<file path="src/rtl/rename_stage.sv">
// rtl/rename_stage.sv - register rename stage: RAT lookup, free-list allocation, ROB index, registered output
module rename_stage #(
  parameter int NUM_ARCH_REGS     = 32,
  parameter int NUM_PHYSICAL_REGS = 64,
  parameter int FREE_LIST_DEPTH   = 32,
  parameter int ROB_ENTRIES       = 64,
  localparam int AW = $clog2(NUM_ARCH_REGS),
  localparam int PW = $clog2(NUM_PHYSICAL_REGS),
  localparam int RW = $clog2(ROB_ENTRIES),
  localparam int CW = $clog2(FREE_LIST_DEPTH + 1)
) (
  input  logic          clk,
  input  logic          reset,
  input  logic          in_valid,
  output logic          in_ready,
  input  logic [AW-1:0] arch_rd,
  input  logic [AW-1:0] arch_rs1,
  input  logic [AW-1:0] arch_rs2,
  input  logic          has_rd,
  input  logic [6:0]    opcode,
  input  logic [31:0]   immediate,
  input  logic          rob_full,
  input  logic          retire_valid,
  input  logic [PW-1:0] retire_phys,
  output logic          out_valid,
  input  logic          out_ready,
  output logic [PW-1:0] phys_dest,
  output logic [PW-1:0] phys_rs1,
  output logic [PW-1:0] phys_rs2,
  output logic [PW-1:0] old_phys_dest,
  output logic [6:0]    opcode_out,
  output logic [31:0]   immediate_out,
  output logic [RW-1:0] rob_index,
  output logic [CW-1:0] free_count
);

  localparam int FW = $clog2(FREE_LIST_DEPTH);

  // Register alias table and circular free list
  logic [PW-1:0] rat_q [NUM_ARCH_REGS];
  logic [PW-1:0] fl_q  [FREE_LIST_DEPTH];
  logic [FW-1:0] head_q, tail_q;
  logic [CW-1:0] count_q, count_d;
  logic [RW-1:0] rob_q;

  // Output holding register
  logic          out_valid_q;
  logic [PW-1:0] dest_q, rs1_q, rs2_q, old_q;
  logic [6:0]    op_q;
  logic [31:0]   imm_q;
  logic [RW-1:0] robi_q;

  logic accept, alloc, retire_push;
  logic [PW-1:0] head_val;

  // Conservative: stall whenever the free list is empty, even for non-writers
  assign in_ready    = !reset && !rob_full && (count_q != '0) && (!out_valid_q || out_ready);
  assign accept      = in_valid && in_ready;
  assign alloc       = accept && has_rd && (arch_rd != '0);
  assign retire_push = retire_valid && (retire_phys != '0) && (count_q < CW'(FREE_LIST_DEPTH));
  assign head_val    = fl_q[head_q];

  // Occupancy: simultaneous pop and push cancel out
  always_comb begin
    count_d = count_q;
    case ({alloc, retire_push})
      2'b10:   count_d = count_q - CW'(1);
      2'b01:   count_d = count_q + CW'(1);
      default: count_d = count_q;
    endcase
  end

  // RAT: identity on reset; writer's rd remapped to the popped free register
  always_ff @(posedge clk or posedge reset) begin
    if (reset) begin
      for (int i = 0; i < NUM_ARCH_REGS; i++) rat_q[i] <= PW'(i);
    end else if (alloc) begin
      rat_q[arch_rd] <= head_val;
    end
  end

  // Free list: pop at head on alloc, push retired register at tail
  always_ff @(posedge clk or posedge reset) begin
    if (reset) begin
      for (int i = 0; i < FREE_LIST_DEPTH; i++) fl_q[i] <= PW'(NUM_ARCH_REGS + i);
      head_q  <= '0;
      tail_q  <= '0;
      count_q <= CW'(FREE_LIST_DEPTH);
    end else begin
      if (alloc) head_q <= head_q + FW'(1);
      if (retire_push) begin
        fl_q[tail_q] <= retire_phys;
        tail_q       <= tail_q + FW'(1);
      end
      count_q <= count_d;
    end
  end

  // Round-robin ROB allocation counter
  always_ff @(posedge clk or posedge reset) begin
    if (reset) rob_q <= '0;
    else if (accept) rob_q <= rob_q + RW'(1);
  end

  // Output register: load on accept, drop after handoff, hold while stalled
  always_ff @(posedge clk or posedge reset) begin
    if (reset) begin
      out_valid_q <= 1'b0;
      dest_q      <= '0;
      rs1_q       <= '0;
      rs2_q       <= '0;
      old_q       <= '0;
      op_q        <= '0;
      imm_q       <= '0;
      robi_q      <= '0;
    end else if (accept) begin
      out_valid_q <= 1'b1;
      dest_q      <= alloc ? head_val : '0;
      old_q       <= alloc ? rat_q[arch_rd] : '0;
      rs1_q       <= rat_q[arch_rs1];
      rs2_q       <= rat_q[arch_rs2];
      op_q        <= opcode;
      imm_q       <= immediate;
      robi_q      <= rob_q;
    end else if (out_ready && out_valid_q) begin
      out_valid_q <= 1'b0;
    end
  end

  assign out_valid     = out_valid_q;
  assign phys_dest     = dest_q;
  assign phys_rs1      = rs1_q;
  assign phys_rs2      = rs2_q;
  assign old_phys_dest = old_q;
  assign opcode_out    = op_q;
  assign immediate_out = imm_q;
  assign rob_index     = robi_q;
  assign free_count    = count_q;

endmodule

</file>
<file path="config.mk">
export PLATFORM = sky130hd
export DESIGN_NAME = rename_stage
export DESIGN_NICKNAME = d
export VERILOG_FILES = /design/src/rtl/rename_stage.sv
export SDC_FILE = /design/constraint.sdc
export NUM_CORES = 1
export LEC_CHECK = 0
export CORE_ASPECT_RATIO = 1.2
export CORE_MARGIN = 2
export CORE_UTILIZATION = 45
export CTS_CLUSTER_SIZE = 28
export DETAILED_ROUTE_END_ITERATION = 8
export HOLD_SLACK_MARGIN = 0.02
export PLACE_DENSITY_LB_ADDON = 0.1
export SETUP_SLACK_MARGIN = 0.15
export SYNTH_ARGS = -nofsm -noshare
export SYNTH_HDL_FRONTEND = slang
export SYNTH_SLANG_ARGS = --single-unit
export TNS_END_PERCENT = 50
</file>
<file path="constraint.sdc">
create_clock -name clk -period 19.3 [get_ports clk]
set_clock_uncertainty 0.1 [all_clocks]
set_input_delay 3.86 -clock clk [delete_from_list [all_inputs] [get_ports clk]]
set_output_delay 3.86 -clock clk [all_outputs]
set_load 0.05 [all_outputs]
</file>
* Yosys cells after proc, flatten, opt, wreduce, memory -nomap -nowiden
Cells that the tools add are included.
Widths: inputs -> output; s select.
** Operators by class
- Reductions and logical operators :: 20
- $lt $le $gt $ge :: 8
- Equality and inequality tests :: 2
- Add/sub/neg operators :: 5
- Mux-type cells :: 23
- Bitwise operators :: 5
** Operators with widths (number)
- $bwmux 192 :: 2
- $bmux 6 s5 :: 4
- $mux 6 :: 12
- $demux 6 s5 :: 2
- $ge 6x6->1 const B :: 5
- $not 5->6 :: 5
- $add 6x1->6 const B :: 2
- $lt 6x1->1 const B :: 2
- $pmux 6 s2 :: 1
- $reduce_bool 6->1 :: 2
- $logic_and 1x1->1 :: 11
- $add 5x1->5 const B :: 2
- $lt 6x6->1 const B :: 1
- $sub 6x1->6 const B :: 1
- $reduce_bool 5->1 :: 1
- $reduce_bool 2->1 :: 2
- $logic_not 1->1 :: 3
- $eq 2x1->1 const B :: 1
- $eq 2x2->1 const B :: 1
- $mux 1 :: 2
- $logic_or 1x1->1 :: 1
** Storage, ports and cells
- Output and inout bits :: 77
- Input bits :: 67
- Flip-flop bits (word level) :: 476

* Depth between registers and ports, before layout
Gate-level depths: netlist of the first run.
- Word-level depth :: 9
- Depth in mapped cells :: 15
- Mapped depth without buffers :: 12

* Worst setup path before layout of the first run
No wires, ideal clock.
- Path kind :: in2out
- From :: input out_ready
- To :: output in_ready
- Data required time :: 15.340 ns
- Arrival time :: 4.421 ns
- Buffers on the path :: 0
- Slack :: 10.919 ns
- Stages :: 2
- Path through :: nand2b_1 o211a_1
** On the way
- Cells in the longest elaborated chain, start to end :: 2
** Ends and longest elaborated chain
- start, declared :: line 26 : input logic out_ready,
- $logic_or 1x1->1 :: line 57 : assign in_ready = !reset && !rob_full && (count_q != '0) && (!out_valid_q || out_ready);
- $logic_and 1x1->1 :: line 57
- end, declared :: line 15 : output logic in_ready,
Every way passes these cells.

* Final worst setup path of the first run
- From :: input reset
- To :: output in_ready
** On the way
- Cells in the longest elaborated chain, start to end :: 4
** Ends and longest elaborated chain
- start, declared :: line 13 : input logic reset,
- $logic_not 1->1 (no source line)
- $logic_and 1x1->1 (3 in series) :: line 57
Every way passes these cells.

==> impl_metrics.tcl, run 1 <==
set metrics [dict create \
    status "finished, final reports clean" \
    grt_pass1_vias 15882 \
    area_growth_syn_to_layout_pct 15.4 \
    ys_seq_area_share_pct 49.7 \
    track_usage_pct 23.9 \
    r2r_start "free_count[5]" \
    synthArstFlopShare_pct 100 \
    grt_pass1_wl_mm 102 \
    crit_fanout 3 \
    synth_nets 1807 \
    core_um2 53600 \
    num_rows 93 \
    wl_per_cell_um 25.8 \
    irDropWorstVdd_v 0.000100 \
    synth-simple-area-share_pct 6.82 \
    overflow 0 \
    synth-main-ff-cell "dfrtp_1" \
    ff2ff_path_depth 5 \
    synth_fa_ha_area_share_pct 0.645 \
    finalWeightedCongestion 0.979 \
    cp_data_arrival_time_ns 5.56 \
    dieArea_um2 56200 \
    die_y_um 259 \
    cp-end-kind "primary output" \
    grt_max_degree 167 \
    via_per_inst 5.97 \
    detail-route-antenna-nets 0 \
    fin_area_um2 28200 \
    hpwl_mm 43.4 \
    yosys.area.top_type "dfrtp_1" \
    power.density_nw_per_um2 130 \
    hp-start "rat_q[191]" \
    synth_xor_area_share_pct 0.645 \
    routed_wl_mm 66.3 \
    worstPathRequired_ns 15.34 \
    cts_made_buffers 53 \
    antenna_found_initial 1 \
    start_util_pct 45.5 \
    route.detailed.drc 0 \
    diodes 0 \
    synth_cells 1728 \
    whs_path_depth 0 \
    place_area_um2 26400 \
    min_period_over_period_pct 49.3 \
    syn_avg_cell_area_um2 14.1 \
    worst_pin_slew_ns 1.13 \
    whs_ns 0.319 \
    period_minus_slack_ns 9.52 \
    fin_tns_setup_ns 0 \
    cts_sinks 476 \
    yosysWarnings 0 \
    min_to "rat_q[191]" \
    layout-drive-gt1-share_pct 48.9 \
    slew_viol_final 0 \
    layout.nets 1892 \
    cts_tree "yes" \
    maxCapViolations 0 \
    leakage_nw 12.0 \
    dieWidth_um 217 \
    clk_latency_ns 0.60 \
    relSlewSlack_pct 24.4 \
    hold_viol_final 0 \
    synth_top_cell_area_share_pct 29.0 \
    synth-compound-area-share_pct 3.87 \
    cts_hold_buf 0 \
    synthMuxAreaShare_pct 35.7 \
    startpoint_type "input port" \
    r2r_setup_slack_ns 15.28 \
    io_pins 144 \
    ys_ff_latch 476 \
    hp-class "flop to flop" \
    fmax_mhz 105 \
    yosysUniqueCellTypes 51 \
    vias 15347 \
    post_cts_resized 0 \
    reg2reg_to "rat_q[38]" \
    synth_edf_count 0 \
    cts_buffer_depth 3 \
    htree_num_levels 2 \
    first_pass_iters 5 \
    port_buffers 143 \
    synth_area_um2 24400 \
    fillerInstances 4524 \
    clkTransAtPathRegs_ns 0.06 \
    post_cts_buffers 0 \
    synth_area_leaders "dfrtp_1 29%, dfstp_2 21%, mux2_2 17%, mux4_2 17%, nand2_1 3.3%" \
    drt-initial-drc-count 1144 \
    setup_viol 0 \
    crit_type "input port to primary output" \
    cts_root_buffer "clkbuf_16" \
    rsz0062_at_grt "false" \
    synth_top_family_by_area "multiplexers" \
]
[cells in the final DEF, fill, tap and decap left out, types with 11 or more instances in the layout]
cell,instances
mux2_2,379
dfrtp_1,282
nand2_1,216
dfstp_2,193
mux4_2,180
clkdlybuf4s50_1,137
o22ai_1,72
clkbuf_16,55
nor2_1,50
buf_4,23
mux2_4,22
o21ai_0,17
clkbuf_8,15
xnor2_1,13
or4_1,13
nand3_1,13
clkbuf_1,13
a22oi_1,11
ha_1,11
[state kept, by name, indices dropped and copies added (netlist names)]
| name | flops |
|---|---|
| head_q | 5 |
| free_count | 6 |
| opcode_out | 7 |
| fl_q | 192 |
| immediate_out | 32 |
| phys_rs2 | 6 |
| phys_dest | 6 |
| out_valid | 1 |
| rob_q | 6 |
| rob_index | 6 |
| phys_rs1 | 6 |
| rat_q | 192 |
| old_phys_dest | 6 |
| tail_q | 5 |
[final cells by class]
| class | count | area [um2] | share of cell area (%) |
|---|---|---|---|
| Tap cell | 712 | 891 | 3.16 |
| Clock inverter | 17 | 186 | 0.661 |
| Sequential cell | 476 | 12200 | 43.1 |
| Multi-Input combinational cell | 1112 | 11700 | 41.6 |
| Timing Repair Buffer | 162 | 1570 | 5.56 |
| Inverter | 8 | 37.5 | 0.133 |
| Clock buffer | 83 | 1630 | 5.79 |
[kinds of logic (layout without fill, tap and decap cells)]
| family | Yosys count | in the layout |
|---|---|---|
| XOR/XNOR | 18 | 18 |
| adder cells (fa/ha/maj) | 12 | 12 |
| multiplexers | 584 | 584 |
| AO/OA/AOI/OAI | 136 | 136 |
| AND/OR/NAND/NOR | 362 | 362 |
| flip-flops | 476 | 476 |
| buffers and inverters | 140 | 270 |
[worst max-delay path: stages]
cell and delay [ns]:
clkdlybuf4s50_1 0.51, nor2_1 0.17, o211a_1 0.21, clkdlybuf4s50_1 0.81
[how the worst max path moves through the flow]
stage | slack (ns) | start | cells past startpoint | endpoint
after floorplan | 2.38 | reset | 1 | fl_q[100]
after global placement | 9.76 | reset | 4 | in_ready
after detailed placement | 9.78 | reset | 4 | in_ready
after CTS | 9.78 | reset | 4 | in_ready
after global routing | 9.71 | reset | 4 | in_ready
final | 9.78 | reset | 4 | in_ready
[synth_stat cells (all sizes together) (3+ instances only)]
library cell	instances
a22o	6
xnor2	13
dfstp	193
or3b	5
or3	3
dfrtp	283
buf	63
a21oi	4
nand4	8
nand3	18
inv	8
and3b	5
or4	13
nand2	217
nand3b	8
xor2	5
o21ai	17
mux2	402
a32o	6
nor3b	4
o22ai	72
nor2	51
a31oi	6
a22oi	11
mux4	182
and2	6
clkbuf	69
nor4	3
a221oi	11
ha	11
and3	10
[stage by stage]
stage	std cells	power (W)	utilization (%)	setup slack (ns)
final	2570	0.00367	52.6	9.78
after global routing	2570	0.00385	52.6	9.71
after CTS	2570	0.00372	52.6	9.78
after detailed placement	2470	0.00266	49.2	9.78
after global placement	2470	0.00263	49.2	9.76
after floorplan	1728	0.00227	-	2.38
[where the power goes]
part           switching, W  leakage [nW]  internal, W
Combinational      0.000686          5.29     0.000485
Sequential         0.000168          5.77      0.00129
Clock              0.000413         0.904     0.000631
[metal layers]
layer  GRT usage [%]  up-vias  routed length [um]
met2            41.5      395               34100
met5               0        -                  13
met4            8.50        2                2330
met3            3.39      113                2880
li1                -     6692                   -
met1            30.8     8145               26900
Note: power is estimated with default switching activity, not from simulation.
==> inputs of run 2 (changes only) <==
==> constraint.sdc (replaced) <==
create_clock -name clk -period 8.2 [get_ports clk]
set_clock_uncertainty 0.1 [all_clocks]
set_input_delay 1.64 -clock clk [delete_from_list [all_inputs] [get_ports clk]]
set_output_delay 1.64 -clock clk [all_outputs]
set_load 0.05 [all_outputs]
==> run 2 against run 1 <==
Die area unchanged. Clock power increased by 140%. Sequential cell count unchanged. First-iteration DRC count increased by 4.0%. Register-to-register slack got worse by 11 ns. Critical path depth unchanged. Global-route usage increased by 0.13 points. Combinational power increased by 140%. Final cell count increased by 0.27%. Count of clock-buffer cells in the layout decreased by 1. Sequential power increased by 130%. Largest power group unchanged.
==> impl_metrics.tcl, run 2 (same netlist as run 1, synthesis figures left out) <==
set metrics [dict create \
    status "finished, final reports clean" \
    route.detailed.drc 0 \
    p_int_w 0.00565 \
    pwr-share-comb_pct 32.4 \
    crit_type "input port to primary output" \
    post_cts_resized 0 \
    cts_made_buffers 52 \
    grt_pass1_vias 16007 \
    post_cts_buffers 0 \
    r2r_setup_slack_ns 4.56 \
    drt-initial-drc-count 1190 \
    htree_num_levels 2 \
    hp-class "flop to flop" \
    antenna_found_initial 0 \
    slew_viol_final 0 \
    critPathTopFamily "buffers and inverters" \
    setup_viol 0 \
    maxCapViolations 0 \
    fmax_mhz 198 \
    layout.nets 1900 \
    worst_pin_slew_ns 1.18 \
    clkTransAtPathRegs_ns 0.06 \
    start_util_pct 45.5 \
    relSlewSlack_pct 21.5 \
    cts_root_buffer "clkbuf_16" \
    cts_buffer_depth 3 \
    cp-end-kind "primary output" \
    grt_max_degree 186 \
    grt_pass1_wl_mm 102 \
    dieWidth_um 217 \
    layout_commonest_cell "mux2_2" \
    crit_fanout 3 \
    vias 15440 \
    cts_tree "yes" \
    startpoint_type "input port" \
    irDropWorstVdd_v 0.000183 \
    min_period_over_period_pct 61.6 \
    dieArea_um2 56200 \
    rsz0062_at_grt "false" \
    layout-drive-gt1-share_pct 49.3 \
    switching_power_w 0.00300 \
    clk_latency_ns 0.61 \
    clockPowerShare_pct 28.3 \
    first_pass_iters 4 \
    place_inst 2479 \
    final_cell_mix "379 x mux2_2, 281 x dfrtp_1, 216 x nand2_1" \
    overflow 0 \
    seq_power_share_pct 39.3 \
    p_total_w 0.00865 \
    fin_cells 2577 \
    diodes 0 \
    via_per_inst 5.99 \
    core_um2 53600 \
    track_usage_pct 24.1 \
    worstPathRequired_ns 6.46 \
    port_buffers 143 \
    hold_viol_final 0 \
    finalWeightedCongestion 0.876 \
    p_sw_share_pct 34.7 \
    area_growth_syn_to_layout_pct 15.6 \
    routed_wl_mm 66.5 \
    wl_per_cell_um 25.8 \
    period_minus_slack_ns 5.05 \
    timing.critical_path.buf_inv 2 \
    detail-route-antenna-nets 0 \
    cts_hold_buf 0 \
    fin_tns_setup_ns 0 \
    die_y_um 259 \
    cts_sinks 476 \
    cp_data_arrival_time_ns 3.31 \
    leakage_nw 12.0 \
    io_pins 144 \
    hpwl_mm 43.3 \
    power.density_nw_per_um2 306 \
    crit_slowest_cell "clkdlybuf4s50_1" \
    crit_chain "clkdlybuf4s50_1 -> nor2_1 -> o211a_1 -> clkdlybuf4s50_1" \
    timing.critical_path.mode_cell "clkdlybuf4s50_1" \
    num_rows 93 \
    cp_slowest_stage_delay_ns 0.82 \
]
run 2: metrics by stage:
step | worst slack, ns | area (um2) | util [%] | hold slack [ns]
finish | 3.15 | 28200 | 52.7 | 0.323
global route | 3.08 | 28200 | 52.7 | 0.336
CTS | 3.15 | 28200 | 52.7 | 0.319
detailed placement | 3.16 | 26400 | 49.3 | 0.304
global placement | 3.19 | 26400 | 49.3 | 0.295
floorplan | 0.169 | 24400 | - | 0.345
run 2: cell type report:
type,instances,area [um2]
timing repair buffer,171,1640
clock buffer,82,1590
clock inverter,16,216
sequential,476,12200
multi-input combinational,1112,11700
tap,712,891
fill,4550,25400
inverter,8,33.8
run 2: final timing paths:
| path | cells after the start | endpoint | start |
|---|---|---|---|
| max reg2reg | 5 | rat_q[17] | head_q[0] |
| max in group asynchronous | 4 | rat_q[153] | reset |
| min | 0 | rat_q[188] | rat_q[188] |
| max | 4 | in_ready | reset |
| min in group asynchronous | 2 | rat_q[109] | reset |
| min reg2reg | 0 | rat_q[188] | rat_q[188] |
run 2: power groups by stage:
stage / clock (W) / combinational [W] / sequential, W
6_report: 0.00245 / 0.00280 / 0.00340
5_1_grt: 0.00261 / 0.00299 / 0.00347
2_1_floorplan: 0 / 0.00163 / 0.00370
3_5_place_dp: 0 / 0.00283 / 0.00343
4_1_cts: 0.00252 / 0.00284 / 0.00340
3_3_place_gp: 0 / 0.00280 / 0.00340
run 2: per-layer routing:
layer,share of wire (%),GRT usage (%),up-vias
met4,3.7,8.75,0
met5,0,0,-
met2,52,41.9,401
met3,4.1,3.51,129
met1,41,30.6,8194
li1,-,-,6716
==> patch 1 (config.mk and constraints of run 2) <==
Reset style: synchronous (`reset`), changed in 4 clocked blocks.
--- a/src/rtl/rename_stage.sv
+++ b/src/rtl/rename_stage.sv
@@ -71,7 +71,7 @@
   end
 
   // RAT: identity on reset; writer's rd remapped to the popped free register
-  always_ff @(posedge clk or posedge reset) begin
+  always_ff @(posedge clk) begin
     if (reset) begin
       for (int i = 0; i < NUM_ARCH_REGS; i++) rat_q[i] <= PW'(i);
     end else if (alloc) begin
@@ -80,7 +80,7 @@
   end
 
   // Free list: pop at head on alloc, push retired register at tail
-  always_ff @(posedge clk or posedge reset) begin
+  always_ff @(posedge clk) begin
     if (reset) begin
       for (int i = 0; i < FREE_LIST_DEPTH; i++) fl_q[i] <= PW'(NUM_ARCH_REGS + i);
       head_q  <= '0;
@@ -97,13 +97,13 @@
   end
 
   // Round-robin ROB allocation counter
-  always_ff @(posedge clk or posedge reset) begin
+  always_ff @(posedge clk) begin
     if (reset) rob_q <= '0;
     else if (accept) rob_q <= rob_q + RW'(1);
   end
 
   // Output register: load on accept, drop after handoff, hold while stalled
-  always_ff @(posedge clk or posedge reset) begin
+  always_ff @(posedge clk) begin
     if (reset) begin
       out_valid_q <= 1'b0;
       dest_q      <= '0;
Behaviour: differs if reset is asserted again (counterexample within 4 cycles, from zero or initial values and one cycle with reset high); with reset held inactive, the same outputs for 4 cycles.
==> patch 1 against run 2 <==
Final area decreased by 0.58%; global-route usage is 0.21 points higher; wire length grew 3.2%; sequential cell count rose by 5; worst setup slack worse by 0.46 ns; hold slack improved by 0.028 ns; area after synthesis increased by 1.5%; non-clock buffer count decreased by 2; register-to-register slack got worse by 0.67 ns; critical path type is now in -> reg; largest cell class unchanged.
Power is not compared: it rests on default switching activity, and its combinational part moved more than twofold at a synthesized area within 25%.
==> patch 1: results (changes against run 2) <==
Fraction of layout cells with a size suffix above 1: 0.193 (was 0.493)
Synth async-reset ratio: 0 (was 1.00)
R2R setup slack: 3.89 ns (was 4.56 ns)
Drt pass-1 iters: 5 (was 4)
Status: completed (unchanged)
Vias/cell: 5.89 (was 5.99)
Synth area leaders: edfxtp_1 (46%), mux4_2 (15%), dfxtp_1 (7.8%) (was dfrtp_1 (29%), dfstp_2 (21%), mux2_2 (17%))
First-pass GRT wire length: 103 mm (was 102 mm)
CTS H-Tree Depth: 2 (unchanged)
Hpwl dp: 45.6 mm (was 43.3 mm)
Sequential-to-total area share from yosys stat: 0.543 (was 0.497)
DR WL/cell: 25.1 um (was 25.8 um)
Final net count: 2057 (was 1900)
Hold Path Cell Cnt: 2 (was 0)
Most numerous cell in the Yosys netlist: edfxtp_1 (was mux2_2)
Crit-path max FO: 16 (was 3)
Post-synthesis cell type count: 65 (was 51)
Post-synth EDFFs: 384 (was 0)
Post-Synth XOR/XNOR Area: 0.00565 (was 0.00645)
Final hold slack: 0.351 ns (was 0.323 ns)
Post-synthesis mux area share: 0.197 (was 0.357)
Worst path arrival time: 5.89 ns (was 3.31 ns)
All-Layer GR Usage: 0.243 (was 0.241)
Max_slew headroom: 0.111 (was 0.215)
Gpl congestion: 0.858 (was 0.876)
Post-synthesis compound-gate area fraction: 0.0428 (was 0.0387)
Post-Synth Adder-Cell Area: 0.00635 (was 0.00645)
FF-to-FF path depth: 13 (was 5)
Largest net degree at the start of global routing: 63 (was 186)
Reg-to-Reg Start: free_count[1]$_SDFFE_PP0P_ (was head_q[0]$_DFFE_PP0P_)
Reg2reg end: free_count[5]$_SDFFE_PP1P_ (was rat_q[17]$_DFFE_PP0P_)
Post-CTS Setup Inserts: 0 (unchanged)
CTS Buf Count: 54 (was 52)
Synth cell count leaders: edfxtp_1 (384), nand2_1 (205), nor2_1 (164) (was mux2_2 (379), dfrtp_1 (283), nand2_1 (217))
-- patch 1: power breakdown --
group	switching (mW)	total [mW]	leakage, nW	internal (mW)
Combinational	0.354	0.562	3.54	0.209
Sequential	0.0404	2.73	4.18	2.69
Clock	1.00	2.40	0.879	1.39
-- patch 1: kinds of logic (layout without fill, tap and decap cells) --
kind of cell | after synthesis | in the layout
simple gates | 787 | 787
flops | 481 | 481
mux | 276 | 276
buf+inv | 200 | 276
compound gates | 165 | 165
xor+xnor | 16 | 16
fa+ha+maj | 12 | 12
other cells | 1 | 6
-- patch 1: layout make-up --
class                      count  area (um2)
fill                        4781       26600
sequential                   481       13500
multi-input combinational   1262       10300
timing repair buffer         169        1590
clock buffer                  71        1560
tap                          720         901
clock inverter                26         186
inverter                      10        37.5
-- patch 1: stage by stage --
stage          cells  total power [mW]  instance area (um2)  setup slack [ns]
2_1_floorplan   1943              3.16                24800              3.51
3_3_place_gp    2642              3.34                26300              1.99
3_5_place_dp    2642              3.35                26300              1.93
4_1_cts         2739              5.74                28100              2.57
5_1_grt         2739              5.86                28100              2.39
6_report        2739              5.69                28100              2.69
-- patch 1: worst max-delay path, cell delays in order --
cell and delay, ns:
clkdlybuf4s50_1 0.72, nor4_1 1.19, a211oi_1 0.47, ha_1 0.40, inv_1 0.16, ha_1 0.25
a21o_1 0.17, a21oi_1 0.25, o21ai_0 0.14, and4_1 0.19, or3_1 0.29
-- patch 1: metal layers --
layer  up-vias  track usage  part of all wire  routed length [um]
met3       134       0.0432             0.056                3840
met5         -            0                 0                   0
li1       7318            -                 -                   -
met2       525        0.429              0.52               35600
met1      8165        0.294              0.38               26400
met4         0       0.0977             0.040                2760
-- patch 1: worst max-delay path by stage --
stage | end | slack [ns] | cells after the start
after floorplan | free_count[4]$_SDFFE_PP0P_ | 3.51 | 14
after global placement | free_count[5]$_SDFFE_PP1P_ | 1.99 | 11
after detailed placement | free_count[5]$_SDFFE_PP1P_ | 1.93 | 11
after CTS | free_count[5]$_SDFFE_PP1P_ | 2.57 | 11
after global routing | free_count[5]$_SDFFE_PP1P_ | 2.39 | 11
final | free_count[5]$_SDFFE_PP1P_ | 2.69 | 11
==> patch 2 (config.mk and constraints of run 2) <==
Without the edit above. Set the parameter `NUM_PHYSICAL_REGS` to 128 (it was 64).
--- a/src/rtl/rename_stage.sv
+++ b/src/rtl/rename_stage.sv
@@ -1,7 +1,7 @@
 // rtl/rename_stage.sv - register rename stage: RAT lookup, free-list allocation, ROB index, registered output
 module rename_stage #(
   parameter int NUM_ARCH_REGS     = 32,
-  parameter int NUM_PHYSICAL_REGS = 64,
+  parameter int NUM_PHYSICAL_REGS = 128,
   parameter int FREE_LIST_DEPTH   = 32,
   parameter int ROB_ENTRIES       = 64,
   localparam int AW = $clog2(NUM_ARCH_REGS),
Ports: changed (5 resized); port bits go from 144 to 149. No check against the original RTL was run, so the function may have changed too.
==> patch 2 against run 2 <==
Worst setup slack worse by 0.024 ns; final area increased by 13%; maximum frequency is 0.48% lower; sequential share of layout area is 0.31 points higher; sequential cell count grew 68; total power rose by 15%; area after synthesis is 15% higher; wire length rose by 17%; highest routed layer unchanged.
==> patch 2: results (changes against run 2) <==
Non-clock buffers: 178 (was 171)
Final net count: 2076 (was 1900)
Multi-input combinational area share: 0.416 (was 0.415)
DP Cell Count: 2752 (was 2479)
Reg2reg end: rat_q[21]$_DFFE_PP0P_ (was rat_q[17]$_DFFE_PP0P_)
CP max stage cell: or3_1 (was clkdlybuf4s50_1)
P_seq: 3.92 mW (was 3.40 mW)
Initial DRC Count: 1360 (was 1190)
CTS Buf Count: 58 (was 52)
Vias in the first global route: 17900 (was 16000)
Pre-CTS WS: 2.47 ns (was 3.16 ns)
#MultiIn Comb: 1206 (was 1112)
Max_slew headroom: 0.193 (was 0.215)
Largest net degree at the start of global routing: 176 (was 186)
Fraction of layout cells with a size suffix above 1: 0.481 (was 0.493)
M3 GR Usage: 0.0332 (was 0.0351)
Worst ir drop on vdd: 0.190 mV (was 0.183 mV)
Met1 GRT Util: 0.322 (was 0.306)
Sequential-to-total area share from yosys stat: 0.494 (was 0.497)
Status: completed (unchanged)
Synth area leaders: dfrtp_1 (31%), dfstp_2 (18%), mux4_2 (16%) (was dfrtp_1 (29%), dfstp_2 (21%), mux2_2 (17%))
Post-synthesis mux area share: 0.364 (was 0.357)
ClkCell Share: 0.0637 (was 0.0641)
DR WL/cell: 27.3 um (was 25.8 um)
Post-layout util: 0.517 (was 0.527)
Post-synthesis cell type count: 59 (was 51)
patch 2: worst min path at each step:
stage                      startpoint                     end  slack, ns
2_1_floorplan    rob_q[5]$_DFFE_PP0N_    rob_q[5]$_DFFE_PP0N_       0.35
3_5_place_dp   rat_q[220]$_DFFE_PP0P_  rat_q[220]$_DFFE_PP0P_       0.30
6_report       rat_q[218]$_DFFE_PP0P_  rat_q[218]$_DFFE_PP0P_       0.31
5_1_grt        rat_q[220]$_DFFE_PP0P_  rat_q[220]$_DFFE_PP0P_       0.32
3_3_place_gp   rat_q[221]$_DFFE_PP0P_  rat_q[221]$_DFFE_PP0P_       0.29
4_1_cts        rat_q[220]$_DFFE_PP0P_  rat_q[220]$_DFFE_PP0P_       0.32
patch 2: cells by family (layout without fill, tap and decap cells):
kind of cell	Yosys count	in the layout
AND/OR/NAND/NOR	322	322
XOR/XNOR	18	18
buffers and inverters	175	296
AO/OA/AOI/OAI	172	172
flip-flops	544	544
adder cells (fa/ha/maj)	12	12
multiplexers	682	682
